===== config.mk =====
export PLATFORM = sky130hd
export DESIGN_NAME = cache_mem_ctrl
export DESIGN_NICKNAME = d
export VERILOG_FILES = /design/src/rtl/cache_mem_ctrl.sv
export SDC_FILE = /design/constraint.sdc
export NUM_CORES = 1
export LEC_CHECK = 0
export CORE_AREA = 2 2 105 107
export CTS_CLUSTER_SIZE = 30
export DETAILED_ROUTE_END_ITERATION = 6
export DIE_AREA = 0 0 107 109
export GPL_ROUTABILITY_DRIVEN = 0
export HOLD_SLACK_MARGIN = 0.03
export PLACE_DENSITY = 0.6
export SYNTH_ARGS = -nofsm -noshare
export SYNTH_HDL_FRONTEND = slang
export SYNTH_SLANG_ARGS = --single-unit

===== constraint.sdc =====
create_clock -name CLK -period 1.3 [get_ports CLK]
set_input_delay 0.13 -clock CLK [delete_from_list [all_inputs] [get_ports CLK]]
set_output_delay 0.13 -clock CLK [all_outputs]
set_load 0.01 [all_outputs]

===== src/rtl/cache_mem_ctrl.sv =====
// cache_mem_ctrl: icache/dcache arbiter and RAM request driver.
// Optional perf counters enabled by CACHE_MEM_CTRL_PERF_EN.
module cache_mem_ctrl #(
  parameter int STARVE_LIMIT = 4,
  parameter int ADDR_W       = 32
) (
  input  logic              CLK,
  input  logic              nRST,
  input  logic              iREN,
  input  logic [ADDR_W-1:0] iaddr,
  output logic              iwait,
  output logic [ADDR_W-1:0] iload,
  input  logic              dREN,
  input  logic              dWEN,
  input  logic [ADDR_W-1:0] daddr,
  input  logic [ADDR_W-1:0] dstore,
  output logic              dwait,
  output logic [ADDR_W-1:0] dload,
  output logic              ramREN,
  output logic              ramWEN,
  output logic [ADDR_W-1:0] ramaddr,
  output logic [ADDR_W-1:0] ramstore,
  input  logic [ADDR_W-1:0] ramload,
  input  logic [1:0]        ramstate
`ifdef CACHE_MEM_CTRL_PERF_EN
  ,
  output logic [31:0]       icnt,
  output logic [31:0]       dcnt,
  output logic [15:0]       errcnt
`endif
);

  localparam int SW = $clog2(STARVE_LIMIT + 1);
  localparam logic [SW-1:0] LIM = SW'(STARVE_LIMIT);
  localparam logic [1:0] RAM_ACCESS = 2'd2;
  localparam logic [1:0] RAM_ERROR  = 2'd3;

  typedef enum logic [1:0] {
    IDLE  = 2'd0,
    DSERV = 2'd1,
    ISERV = 2'd2,
    DLOCK = 2'd3
  } state_t;

  state_t          state_q, state_d;
  logic [SW-1:0]   starve_q, starve_d;
  logic            d_done, i_done;
  logic            access;
  logic            d_req;

  assign iload  = ramload;
  assign dload  = ramload;
  assign access = (ramstate == RAM_ACCESS);
  assign d_req  = dREN | dWEN;

  // State and starvation counter registers.
  always_ff @(posedge CLK or negedge nRST) begin
    if (!nRST) begin
      state_q  <= IDLE;
      starve_q <= '0;
    end else begin
      state_q  <= state_d;
      starve_q <= starve_d;
    end
  end

  // Arbitration, RAM request drive and cache handshakes.
  always_comb begin
    state_d  = state_q;
    iwait    = 1'b1;
    dwait    = 1'b1;
    ramREN   = 1'b0;
    ramWEN   = 1'b0;
    ramaddr  = '0;
    ramstore = '0;
    d_done   = 1'b0;
    i_done   = 1'b0;
    unique case (state_q)
      IDLE: begin
        if (d_req && !(iREN && starve_q == LIM))
          state_d = DSERV;
        else if (iREN)
          state_d = ISERV;
      end
      DSERV, DLOCK: begin
        if (!d_req) begin
          state_d = IDLE;
        end else begin
          ramaddr = daddr;
          if (dWEN) begin
            ramWEN   = 1'b1;
            ramstore = dstore;
          end else begin
            ramREN = 1'b1;
          end
          if (access) begin
            dwait   = 1'b0;
            d_done  = 1'b1;
            state_d = daddr[2] ? IDLE : DLOCK;
          end
        end
      end
      ISERV: begin
        if (!iREN) begin
          state_d = IDLE;
        end else begin
          ramREN  = 1'b1;
          ramaddr = iaddr;
          if (access) begin
            iwait   = 1'b0;
            i_done  = 1'b1;
            state_d = IDLE;
          end
        end
      end
    endcase
  end

  // Consecutive dcache words served while the icache waits.
  always_comb begin
    starve_d = starve_q;
    if (!iREN || i_done)
      starve_d = '0;
    else if (d_done && starve_q != LIM)
      starve_d = starve_q + SW'(1);
  end

`ifdef CACHE_MEM_CTRL_PERF_EN
  logic [31:0] icnt_q, icnt_d;
  logic [31:0] dcnt_q, dcnt_d;
  logic [15:0] err_q, err_d;

  assign icnt   = icnt_q;
  assign dcnt   = dcnt_q;
  assign errcnt = err_q;

  // Saturating completion and error counters.
  always_comb begin
    icnt_d = icnt_q;
    dcnt_d = dcnt_q;
    err_d  = err_q;
    if (i_done && icnt_q != '1)
      icnt_d = icnt_q + 32'd1;
    if (d_done && dcnt_q != '1)
      dcnt_d = dcnt_q + 32'd1;
    if ((ramREN || ramWEN) && ramstate == RAM_ERROR && err_q != '1)
      err_d = err_q + 16'd1;
  end

  // Perf counter registers.
  always_ff @(posedge CLK or negedge nRST) begin
    if (!nRST) begin
      icnt_q <= '0;
      dcnt_q <= '0;
      err_q  <= '0;
    end else begin
      icnt_q <= icnt_d;
      dcnt_q <= dcnt_d;
      err_q  <= err_d;
    end
  end
`endif

endmodule


# ---- After elaboration in Yosys (flattened, before gate mapping)
# Index checks and enable logic that the tools add are counted.
dict set report op_classes {
  add_sub_neg 1
  eq_ne 9
  n_mux 33
  bitwise_logic 1
  n_reduce_logical 10
}
# op count
set ops {}
lappend ops {{2-to-1 mux 32 bit} 5}
lappend ops {{case mux 32 bit (2 select lines)} 1}
lappend ops {{2-to-1 mux 1 bit} 16}
lappend ops {{2-to-1 mux 2 bit} 7}
lappend ops {{!= test 3 bit, second input constant} 4}
lappend ops {{== test 2 bit, second input constant} 3}
lappend ops {{2-to-1 mux 3 bit} 2}
lappend ops {{case mux 2 bit (3 select lines)} 1}
lappend ops {{adder 3 x 1 -> 3 bit, second input constant} 1}
lappend ops {{== test 3 bit, second input constant} 1}
lappend ops {{logical AND 1 bit} 3}
lappend ops {{AND reduction 3 bit} 1}
lappend ops {{== test 2 x 1 -> 1 bit, second input constant} 1}
lappend ops {{logical NOT 1 bit} 2}
lappend ops {{logical NOT 2 bit} 1}
lappend ops {{case mux 1 bit (2 select lines)} 1}
lappend ops {{nonzero test 2 bit} 1}
lappend ops {{OR reduction 2 bit} 1}
lappend ops {{logical OR 1 bit} 1}
lappend ops {{bitwise OR 1 bit} 1}
dict set report totals {
  register_bits 5
  inputBits 135
  output_inout_bits 132
  elab_cells 56
}

# ---- Depth between registers and ports, before layout
# Gate-level depths: netlist (run 1).
dict set report logic_depth {
  word_depth 7
  mapped_depth 6
  ltp_nobuf 6
}

# ---- Worst setup path after synthesis (run 1)
# Ideal clock, no wire load.
dict set report synth_path {
  kind {reg2reg}
  from {reg starve_q[0]}
  to {reg state_q[1]}
  setup_time_ns 0.136
  arrival_ns 1.116
  slack_ns 0.048
  stages_incl_launch_ff 6
  n_path_buf 0
  synth_period_minus_slack_ns 1.252
  cell_sequence {dfrtp_1 -> inv_1 -> ha_1 -> a311o_1 -> a21oi_1 -> nor4_2}
}
dict set report synth_via {
  elab_chain_cells 6
}
# item line
set synth_lines {}
lappend synth_lines {{start, declared} 46} ;# logic [SW-1:0] starve_q, starve_d;
lappend synth_lines {{start signal, assigned} 63} ;# starve_q <= starve_d;
lappend synth_lines {{== test 3 bit *} 80} ;# if (d_req && !(iREN && starve_q == LIM))
lappend synth_lines {{logical AND 1 bit *} 80}
lappend synth_lines {{logical NOT 1 bit *} 80}
lappend synth_lines {{logical AND 1 bit *} 80}
lappend synth_lines {{!= test 3 bit (no line) / 2-to-1 mux 2 bit (equally long branches)} --}
lappend synth_lines {{AND reduction 3 bit (no line) / case mux 2 bit (3 select lines) (equally long branches)} --}
lappend synth_lines {{end signal, assigned} 62} ;# state_q <= state_d;
lappend synth_lines {{end, declared} 45} ;# state_t state_q, state_d;
# Mark *: on every way between the ends. The rest lies on a longest branch, timed or not.
# A chain may end at the register's enable or synchronous reset.

# ---- Worst setup path in the final report (run 1)
dict set report layout_path {
  from {reg state_q[0]}
  to {out ramaddr[26]}
}
dict set report layout_via {
  elab_chain_cells 3
}
# item line
set layout_lines {}
lappend layout_lines {{== test 2 x 1 -> 1 bit / == test 2 bit (equally long branches)} 78} ;# unique case (state_q)
lappend layout_lines {{OR reduction 2 bit} 78}
lappend layout_lines {{case mux 32 bit (2 select lines) *} 78}
lappend layout_lines {{end, declared} 21} ;# output logic [ADDR_W-1:0] ramaddr,
# Marked as above.

==> results.sh, run 1 <==
export IMPL_cellLeakagePower_nw=1.596
export IMPL_rows=38
export IMPL_fp_dieH_um=109
export IMPL_fin_ws_ns=-0.3060
export IMPL_cpPeakStageDelay_ns=0.37
export IMPL_yosysTopAreaCell="buf_4"
export IMPL_failed_checks="negative setup slack"
export IMPL_end_kind="output pin"
export IMPL_first_global_vias=2001
export IMPL_pwr_share_clk_pct=5.8
export IMPL_cts_sinks=5
export IMPL_die_x_um=107
export IMPL_critPathRequiredTime_ns=1.17
export IMPL_coreArea_um2=10600
export IMPL_path_cells="inv_2, and3_4, buf_12, buf_16, a22o_1, buf_2"
export IMPL_port_buffers=170
export IMPL_synth_nets=324
export IMPL_p_sw_share_pct=36.86
export IMPL_grt_pass1_wl_mm=11.46
export IMPL_setup_viol=73
export IMPL_power_density_nw_per_um2=1352
export IMPL_grt_setup_unrepaired="yes"
export IMPL_cp_arrival_ns=1.48
export IMPL_criticalPathCategory="flop to output pin"
export IMPL_cp_start_kind="flop"
export IMPL_ys_ff_latch=5
export IMPL_h_tree_depth=1
export IMPL_synthDistinctLibCells=28
export IMPL_synth_warnings=0
export IMPL_yosysTopAreaCellShare_pct=33.82
export IMPL_clock_fmax_mhz=622.7
export IMPL_syn_area_um2=1443
export IMPL_post_place_cells=433
export IMPL_final_cell_count_no_fill=460
export IMPL_crit_family="buffers and inverters"
export IMPL_r2r_end="starve_q[1]"
export IMPL_synth_cells=187
export IMPL_max_slew_margin_pct=82.44
export IMPL_final_max_slew_violation_count=0
export IMPL_pwr_share_seq_pct=4.5
export IMPL_grt_util_all_layers_pct=12.59
export IMPL_maxCapViolCount=0
export IMPL_syn_avg_cell_area_um2=7.715
export IMPL_p_sw_mw=1.785
export IMPL_worst_path_max_delay_cell="dfrtp_1"
export IMPL_outcome="complete, but fails checks"
export IMPL_clock_root_buffer="clkbuf_8"
export IMPL_routed_via_density=4.007
export IMPL_path_buf_inv=4
export IMPL_grt_max_degree=19
export IMPL_tritoncts="yes"
export IMPL_final_layout_size_suffix_gt1_share_pct=50.63
export IMPL_synthTopCellsByArea="buf_4 (34%), a22o_1 (19%), and3_1 (14%)"
export IMPL_synth_edf_count=0
export IMPL_grt_ovfl_total=0
export IMPL_drtIter0Drc=37
export IMPL_vias=1843
export IMPL_hold_class="input port to async pin"
export IMPL_antenna_found_initial=0
export IMPL_routed_wl_mm=8.108
export IMPL_reg2reg_depth=7
export IMPL_skew_ns=0.0006771
export IMPL_clock_latency_ns=0.22
export IMPL_ant_nets=0
export IMPL_synthFlopType="dfrtp_1"
export IMPL_syn2layout_area_growth_pct=148.3
export IMPL_ys_top_cells_by_count="buf_4 (65), and3_1 (33), a22o_1 (32)"
export IMPL_worst_pin_slew_ns=0.2627
export IMPL_cts_buffers_inserted=3
export IMPL_initial_core_util_pct=13.61
export IMPL_p_int_mw=3.058
export IMPL_nNetsFinal=458
export IMPL_fin_tns_setup_ns=-14.78
export IMPL_power_frac_comb_pct=89.6
export IMPL_num_antenna_cells=0
export IMPL_fin_crit_ns=1.606
export IMPL_cts_max_path_buffers=2
export IMPL_dieArea_um2=11660
export IMPL_hpwlAfterDp_mm=5.212
export IMPL_finalCritPeriodShare_pct=123.5
export IMPL_drtPass1Iterations=4
export IMPL_hold_viol_final=0
export IMPL_detail_route_wl_per_cell_um=17.63
export IMPL_path_max_fanout=9
export IMPL_synthArstFlopShare_pct=100.0
export IMPL_ys_seq_area_share_pct=8.673
export IMPL_vdd_drop_max_mv=0.7900
export IMPL_io_pins=267
export IMPL_synth_most_common_cell="buf_4"
export IMPL_r2r_start="state_q[0]"
export IMPL_path_clk_slew_ns=0.03
export IMPL_r2r_setup_slack_ns=-0.15
export IMPL_drcViolationCount=0
[through the flow]
stage                     util (%)  area, µm²  hold WS (ns)  worst slack, ns  total power, mW
after floorplan                  -       1443       -0.1656          0.04811            1.678
after global placement       26.96       2859        0.2601          -0.5864            2.909
after detailed placement     26.96       2859        0.2601          -0.5886            2.953
after CTS                    32.55       3451        0.1411          -0.3166            4.754
after global routing         33.79       3582        0.1506          -0.3419            5.142
final                        33.79       3582        0.1353          -0.3060            4.843
[state kept, by name, summed over array words and instances (netlist names)]
| register | cells |
|---|---|
| state_q | 2 |
| starve_q | 3 |
[logic make-up (layout without fill, tap and decap cells)]
| group | after synthesis | in the layout | synth area share (%) |
|---|---|---|---|
| simple gates | 53 | 53 | 21.86 |
| mux | 1 | 1 | 0.6939 |
| compound gates | 42 | 42 | 23.68 |
| flops | 5 | 5 | 8.673 |
| xor+xnor | 1 | 1 | 0.6072 |
| fa+ha+maj | 2 | 2 | 1.734 |
| buf+inv | 83 | 216 | 42.76 |
[per-layer routing]
metal  vias up  wire length, µm  part of all wire, %  track usage (%)
met1       881             3369                   42            15.64
li1        879                -                    -                -
met4         0               73                 0.90            2.876
met5         -                0                    0                0
met3        14              516                  6.4            2.391
met2        69             4149                   51            22.52
[power groups by stage]
stage                     registers, mW  logic (mW)  clock network (mW)
after floorplan                   0.223        1.45                   0
after global placement            0.226        2.68                   0
after detailed placement          0.228        2.73                   0
after CTS                         0.220        4.24               0.291
after global routing              0.225        4.62               0.298
final                             0.220        4.34               0.282
[cell type report]
type                            count  area, µm²
Timing Repair Buffer              209       2240
Inverter                            3      11.26
Tap cell                          140      175.2
Clock buffer                        4      45.04
Sequential cell                     5      125.1
Fill cell                        1073       7020
Multi-Input combinational cell     99      985.9
[worst register-to-register path: stages (launching register included)]
cell and delay [ns]:
dfrtp_1 0.37, buf_6 0.14, o21a_4 0.23, clkbuf_16 0.20
buf_8 0.11, nand3_4 0.07, mux2i_1 0.15, nor2_1 0.05
[placed cells by master, fill, tap and decap left out, drive strengths merged]
master         instances
nor4b                  1
nor4                   1
a21oi                  3
o21a                   1
ha                     2
clkbuf                 7
a31oi                  1
bufbuf                 1
dlygate4sd2            1
nor3                   2
nor2b                  1
nand3                  1
a22o                  32
clkdlybuf4s50        101
nand3b                 1
and2                   1
inv                    3
nand2b                 1
o21ai                  3
nand2                  5
nor2                   6
and3                  33
dfrtp                  5
mux2i                  1
o21bai                 1
a311o                  1
buf                  103
xnor2                  1
[repair_timing]
action | 4_1_cts | 5_1_grt
pin swaps | 9 | 18
endpoints found under the setup margin | 72 | 73
gates cloned | 11 | 3
buffers inserted | 14 | 0
gates resized for setup | 371 | 30
hold buffers | 0 | 0
hold endpoints to repair | 0 | 0
[worst max-delay path by stage]
stage	from	end	slack, ns	cells past startpoint
6_report	state_q[0]	ramaddr[26]	-0.31	6
5_1_grt	state_q[0]	ramaddr[26]	-0.34	6
4_1_cts	state_q[0]	ramaddr[13]	-0.32	6
3_5_place_dp	iREN	ramREN	-0.59	5
3_3_place_gp	iREN	ramREN	-0.59	5
2_1_floorplan	starve_q[0]	state_q[1]	0.05	5
Power figures use the tool's default switching activity.
==> run 2: changes to the inputs <==
Settings changed: CELL_PAD_IN_SITES_DETAIL_PLACEMENT set to 0, CELL_PAD_IN_SITES_GLOBAL_PLACEMENT set to 2, CORE_AREA 2 2 105 107 to not set, CORE_UTILIZATION set to 10, DIE_AREA 0 0 107 109 to not set, PLACE_DENSITY 0.6 to 0.95.
==> run 2 against run 1 <==
The flow still finishes with violations (negative setup slack); power decreased by 11%; clock power increased by 80%; final area decreased by 9.5%; clock skew about the same; sequential share of layout area increased by 0.37 points; setup slack got worse by 0.047 ns; core utilization decreased by 11 points; via count decreased by 0.43%; non-clock buffer count increased by 3; worst hold slack got worse by 0.0065 ns; critical endpoint is now ramaddr[29]; largest cell class unchanged; largest power group unchanged.
==> results.sh, run 2 (synthesized netlist as in run 1, its figures left out) <==
export IMPL_outcome="complete, but fails checks"
export IMPL_failed_checks="negative setup slack"
export IMPL_initial_core_util_pct=10.31
export IMPL_vias=1835
export IMPL_worst_pin_slew_ns=0.2387
export IMPL_cp_arrival_ns=1.52
export IMPL_port_buffers=170
export IMPL_criticalPathCategory="flop to output pin"
export IMPL_clock_root_buffer="clkbuf_16"
export IMPL_drcViolationCount=0
export IMPL_first_global_vias=1805
export IMPL_max_slew_margin_pct=84.04
export IMPL_grt_pass1_wl_mm=10.35
export IMPL_dieArea_um2=14910
export IMPL_grt_ovfl_total=0
export IMPL_cellLeakagePower_nw=1.588
export IMPL_tritoncts="yes"
export IMPL_routed_wl_mm=7.778
export IMPL_cpPeakStageDelay_ns=0.41
export IMPL_maxCapViolCount=0
export IMPL_path_buf_inv=4
export IMPL_fill_cells=1524
export IMPL_hpwlAfterDp_mm=5.111
export IMPL_cts_sinks=5
export IMPL_p_total_mw=4.324
export IMPL_end_kind="output pin"
export IMPL_post_dp_cell_area_um2=2947
export IMPL_final_max_slew_violation_count=0
export IMPL_hold_class="input port to async pin"
export IMPL_top_regs="starve_q (3), state_q (2)"
export IMPL_path_clk_slew_ns=0.03
export IMPL_worst_path_max_delay_cell="dfrtp_1"
export IMPL_largest_register_ffs=3
export IMPL_routed_via_density=3.648
export IMPL_drtPass1Iterations=4
export IMPL_post_place_cells=478
export IMPL_drtIter0Drc=35
export IMPL_cts_max_path_buffers=2
export IMPL_io_pins=267
export IMPL_detail_route_wl_per_cell_um=15.46
export IMPL_die_x_um=122.1
export IMPL_coreArea_um2=13990
export IMPL_top_register="starve_q"
export IMPL_grt_util_all_layers_pct=9.385
export IMPL_clock_fmax_mhz=605.1
export IMPL_hold_viol_final=0
export IMPL_crit_family="buffers and inverters"
export IMPL_antenna_found_initial=0
export IMPL_worst_path_most_repeated_cell="buf_6"
export IMPL_crit_cells=6
export IMPL_path_cells="buf_6, o21a_4, buf_12, buf_16, a22o_1, buf_6"
export IMPL_final_cell_mix="clkdlybuf4s50_1 (102), buf_2 (61), a22o_1 (31)"
export IMPL_critPathRequiredTime_ns=1.17
export IMPL_nNetsFinal=461
export IMPL_num_antenna_cells=0
export IMPL_holdWs_ns=0.1288
export IMPL_final_cell_count_no_fill=503
export IMPL_syn2layout_area_growth_pct=124.8
export IMPL_setup_viol=72
export IMPL_reg2reg_depth=8
export IMPL_grt_max_degree=33
export IMPL_final_common_cell="clkdlybuf4s50_1"
export IMPL_fin_ws_ns=-0.3525
export IMPL_fin_area_um2=3243
export IMPL_pre_cts_ws_ns=-0.6856
export IMPL_rows=43
export IMPL_path_max_fanout=8
export IMPL_fp_dieH_um=122.1
export IMPL_skew_ns=0.001146
export IMPL_fin_util_pct=23.18
export IMPL_cp_start_kind="flop"
export IMPL_power_density_nw_per_um2=1333
export IMPL_vdd_drop_max_mv=0.5284
export IMPL_final_layout_size_suffix_gt1_share_pct=40.25
export IMPL_fin_tns_setup_ns=-17.97
export IMPL_grt_setup_unrepaired="yes"
export IMPL_fin_crit_ns=1.653
export IMPL_h_tree_depth=1
export IMPL_cts_buffers_inserted=3
export IMPL_ant_nets=0
export IMPL_clock_latency_ns=0.23
export IMPL_finalCritPeriodShare_pct=127.1
==> run 2: cell types whose count changed in the layout (fill, tap and decap cells not counted), moves of 2 or more <==
cell,before,now
buf_4,11,19
buf_6,41,14
buf_12,7,4
a21oi_2,2,0
buf_8,5,2
buf_2,32,61
and3_1,0,30
clkbuf_16,3,5
a21oi_1,1,3
and3_4,33,3
clkbuf_8,3,0
==> run 2: worst reg2reg max path: stages (launching register included) <==
cell and delay, ns:
dfrtp_1 0.41, buf_6 0.14, o21a_4 0.13, buf_12 0.15
buf_16 0.14, buf_6 0.12, nand3_4 0.07, mux2i_1 0.18
nor2_1 0.05
==> run 2: area by class of cell <==
cell class	count	area [µm²]	share of cell area (%)
timing repair buffer	212	2007	61.88
clock buffer	4	78.83	2.431
multi-input combinational	99	795.8	24.54
tap	180	225.2	6.944
sequential	5	125.1	3.858
inverter	3	11.26	0.3472
==> run 2: report_power, final <==
part	leakage [nW]	internal, mW	switching, mW
sequential	0.0648	0.194	0.0315
clock	0.0382	0.406	0.101
combinational	1.48	2.12	1.48
==> run 2: timing repair <==
action / in CTS / in global routing
setup buffers: 9 / 4
pin swaps: 11 / 18
resized for setup: 318 / 11
setup endpoints to repair: 73 / 73
hold endpoints to repair: 0 / 0
hold buffers: 0 / 0
cloned: 9 / 2
==> run 2: final timing paths <==
kind / from / to / slack (ns)
min in group CLK: ramload[17] / dload[17] / 0.26
max: state_q[0] / ramaddr[29] / -0.35
max in group asynchronous: nRST / state_q[1] / 0.98
min: nRST / starve_q[0] / 0.13
max reg2reg: state_q[0] / starve_q[1] / -0.20
min reg2reg: starve_q[1] / starve_q[1] / 0.62
==> run 2: per-layer routing <==
| layer | global-route usage [%] | vias to the layer above | share of wire, % |
|---|---|---|---|
| li1 | - | 877 | - |
| met1 | 10.13 | 842 | 37 |
| met2 | 17.94 | 105 | 53 |
| met3 | 2.200 | 11 | 9.0 |
| met4 | 2.668 | 0 | 1.0 |
| met5 | 0 | - | 0 |
==> run 3: changes to the inputs <==
Settings changed: CORE_MARGIN set to 4, CTS_BUF_LIST set to sky130_fd_sc_hd__clkbuf_4.
==> run 3 against run 2 <==
The flow still finishes with violations (negative setup slack); clock skew hardly changed; cell count is 0.20% higher; non-clock buffer count is 1 higher; sequential power hardly changed; count of clock-buffer cells in the layout stayed put; clock power is 62% lower; final area is 9.5% higher; die area is 10% higher; register-to-register slack better by 0.12 ns; fmax is 1.4% lower; sequential share of layout area is 0.33 points lower; critical endpoint is now ramaddr[3]; highest routed layer unchanged.
==> results.sh, run 3 (synthesized netlist as in run 1, its figures left out) <==
export IMPL_hpwlAfterDp_mm=5.739
export IMPL_power_density_nw_per_um2=1308
export IMPL_tritoncts="yes"
export IMPL_criticalPathCategory="flop to output pin"
export IMPL_grt_max_degree=26
export IMPL_failed_checks="negative setup slack"
export IMPL_worst_pin_slew_ns=0.3392
export IMPL_end_kind="output pin"
export IMPL_fin_util_pct=25.38
export IMPL_cp_arrival_ns=1.55
export IMPL_vdd_drop_max_mv=0.4021
export IMPL_io_pins=267
export IMPL_pre_cts_ws_ns=-0.6333
export IMPL_detail_route_wl_per_cell_um=16.91
export IMPL_final_cell_count_no_fill=504
export IMPL_path_max_fanout=9
export IMPL_top_regs="starve_q (3), state_q (2)"
export IMPL_routed_via_density=3.698
export IMPL_cpPeakStageDelay_ns=0.39
export IMPL_holdWs_ns=0.1187
export IMPL_hold_viol_final=0
export IMPL_top_register="starve_q"
export IMPL_final_layout_size_suffix_gt1_share_pct=50.31
export IMPL_drtIter0Drc=46
export IMPL_reg2reg_depth=7
export IMPL_post_place_cells=477
export IMPL_syn2layout_area_growth_pct=146.1
export IMPL_r2r_setup_slack_ns=-0.08
export IMPL_port_buffers=170
export IMPL_die_x_um=128.1
export IMPL_largest_register_ffs=3
export IMPL_grt_ovfl_total=0
export IMPL_r2r_start="state_q[0]"
export IMPL_outcome="complete, but fails checks"
export IMPL_cts_buffers_inserted=3
export IMPL_fin_tns_setup_ns=-17.42
export IMPL_finalCritPeriodShare_pct=128.9
export IMPL_grt_setup_unrepaired="yes"
export IMPL_final_cell_mix="clkdlybuf4s50_1 (100), buf_6 (48), and3_4 (33)"
export IMPL_final_max_slew_violation_count=0
export IMPL_worst_path_max_delay_cell="dfrtp_1"
export IMPL_max_slew_margin_pct=77.15
export IMPL_dieArea_um2=16410
export IMPL_coreArea_um2=13990
export IMPL_path_cells="inv_2, and3_4, buf_12, buf_16, a22o_1, buf_2"
export IMPL_final_common_cell="clkdlybuf4s50_1"
export IMPL_h_tree_depth=1
export IMPL_num_antenna_cells=0
export IMPL_nNetsFinal=462
export IMPL_skew_ns=0.001125
export IMPL_rows=43
export IMPL_drtPass1Iterations=3
export IMPL_r2r_end="starve_q[1]"
export IMPL_vias=1864
export IMPL_clock_latency_ns=0.24
export IMPL_fp_dieH_um=128.1
export IMPL_p_total_mw=4.642
export IMPL_clock_root_buffer="clkbuf_4"
export IMPL_grt_pass1_wl_mm=11.50
export IMPL_clock_fmax_mhz=596.7
export IMPL_post_dp_cell_area_um2=2939
export IMPL_cp_start_kind="flop"
export IMPL_cellLeakagePower_nw=1.576
export IMPL_hold_class="input port to async pin"
export IMPL_routed_wl_mm=8.521
export IMPL_ant_nets=0
export IMPL_fin_crit_ns=1.676
export IMPL_grt_util_all_layers_pct=8.997
export IMPL_path_clk_slew_ns=0.04
export IMPL_critPathRequiredTime_ns=1.17
export IMPL_cts_sinks=5
export IMPL_antenna_found_initial=0
export IMPL_initial_core_util_pct=10.31
export IMPL_fin_ws_ns=-0.3758
export IMPL_maxCapViolCount=0
export IMPL_cts_max_path_buffers=2
export IMPL_fin_area_um2=3550
export IMPL_first_global_vias=1969
export IMPL_setup_viol=70
export IMPL_drcViolationCount=0
## run 3: metal layers
metal	global-route usage (%)	up-vias	routed length, µm
li1	-	878	-
met1	9.650	880	3062
met2	17.19	90	4539
met3	2.375	16	817
met4	2.497	0	102
met5	0	-	0
## run 3: power by group
part | switching, mW | leakage (nW) | internal (mW) | total, mW
registers | 0.0320 | 0.0648 | 0.194 | 0.226
logic | 1.63 | 1.49 | 2.59 | 4.22
clock network | 0.0586 | 0.0184 | 0.137 | 0.195
## run 3: worst max path at each step
stage / start / to / slack [ns] / depth (start not counted)
4_1_cts: state_q[0] / ramaddr[19] / -0.39 / 5
5_1_grt: state_q[0] / ramaddr[0] / -0.43 / 6
2_1_floorplan: starve_q[0] / state_q[1] / 0.05 / 5
3_5_place_dp: dREN / ramaddr[8] / -0.63 / 5
6_report: state_q[0] / ramaddr[3] / -0.38 / 6
3_3_place_gp: dREN / ramaddr[8] / -0.64 / 5
## run 3: area by class of cell
type	instances	area (µm²)
clock buffer	4	30.03
fill	1483	10440
inverter	3	11.26
multi-input combinational	99	940.9
sequential	5	125.1
tap	180	225.2
timing repair buffer	213	2217
## run 3: timing repair
item | in CTS | in global routing
gates resized for setup | 344 | 52
cloned | 8 | 1
setup endpoints to repair | 70 | 72
buffers inserted | 11 | 5
pin swaps | 9 | 11
hold buffers | 0 | 0
## run 3: critical path, delay by kind of cell, from the launching register on
kind,cells,cell delay (ns)
compound gates,1,0.22
buf+inv,4,0.47
simple gates,1,0.22
flops,1,0.39
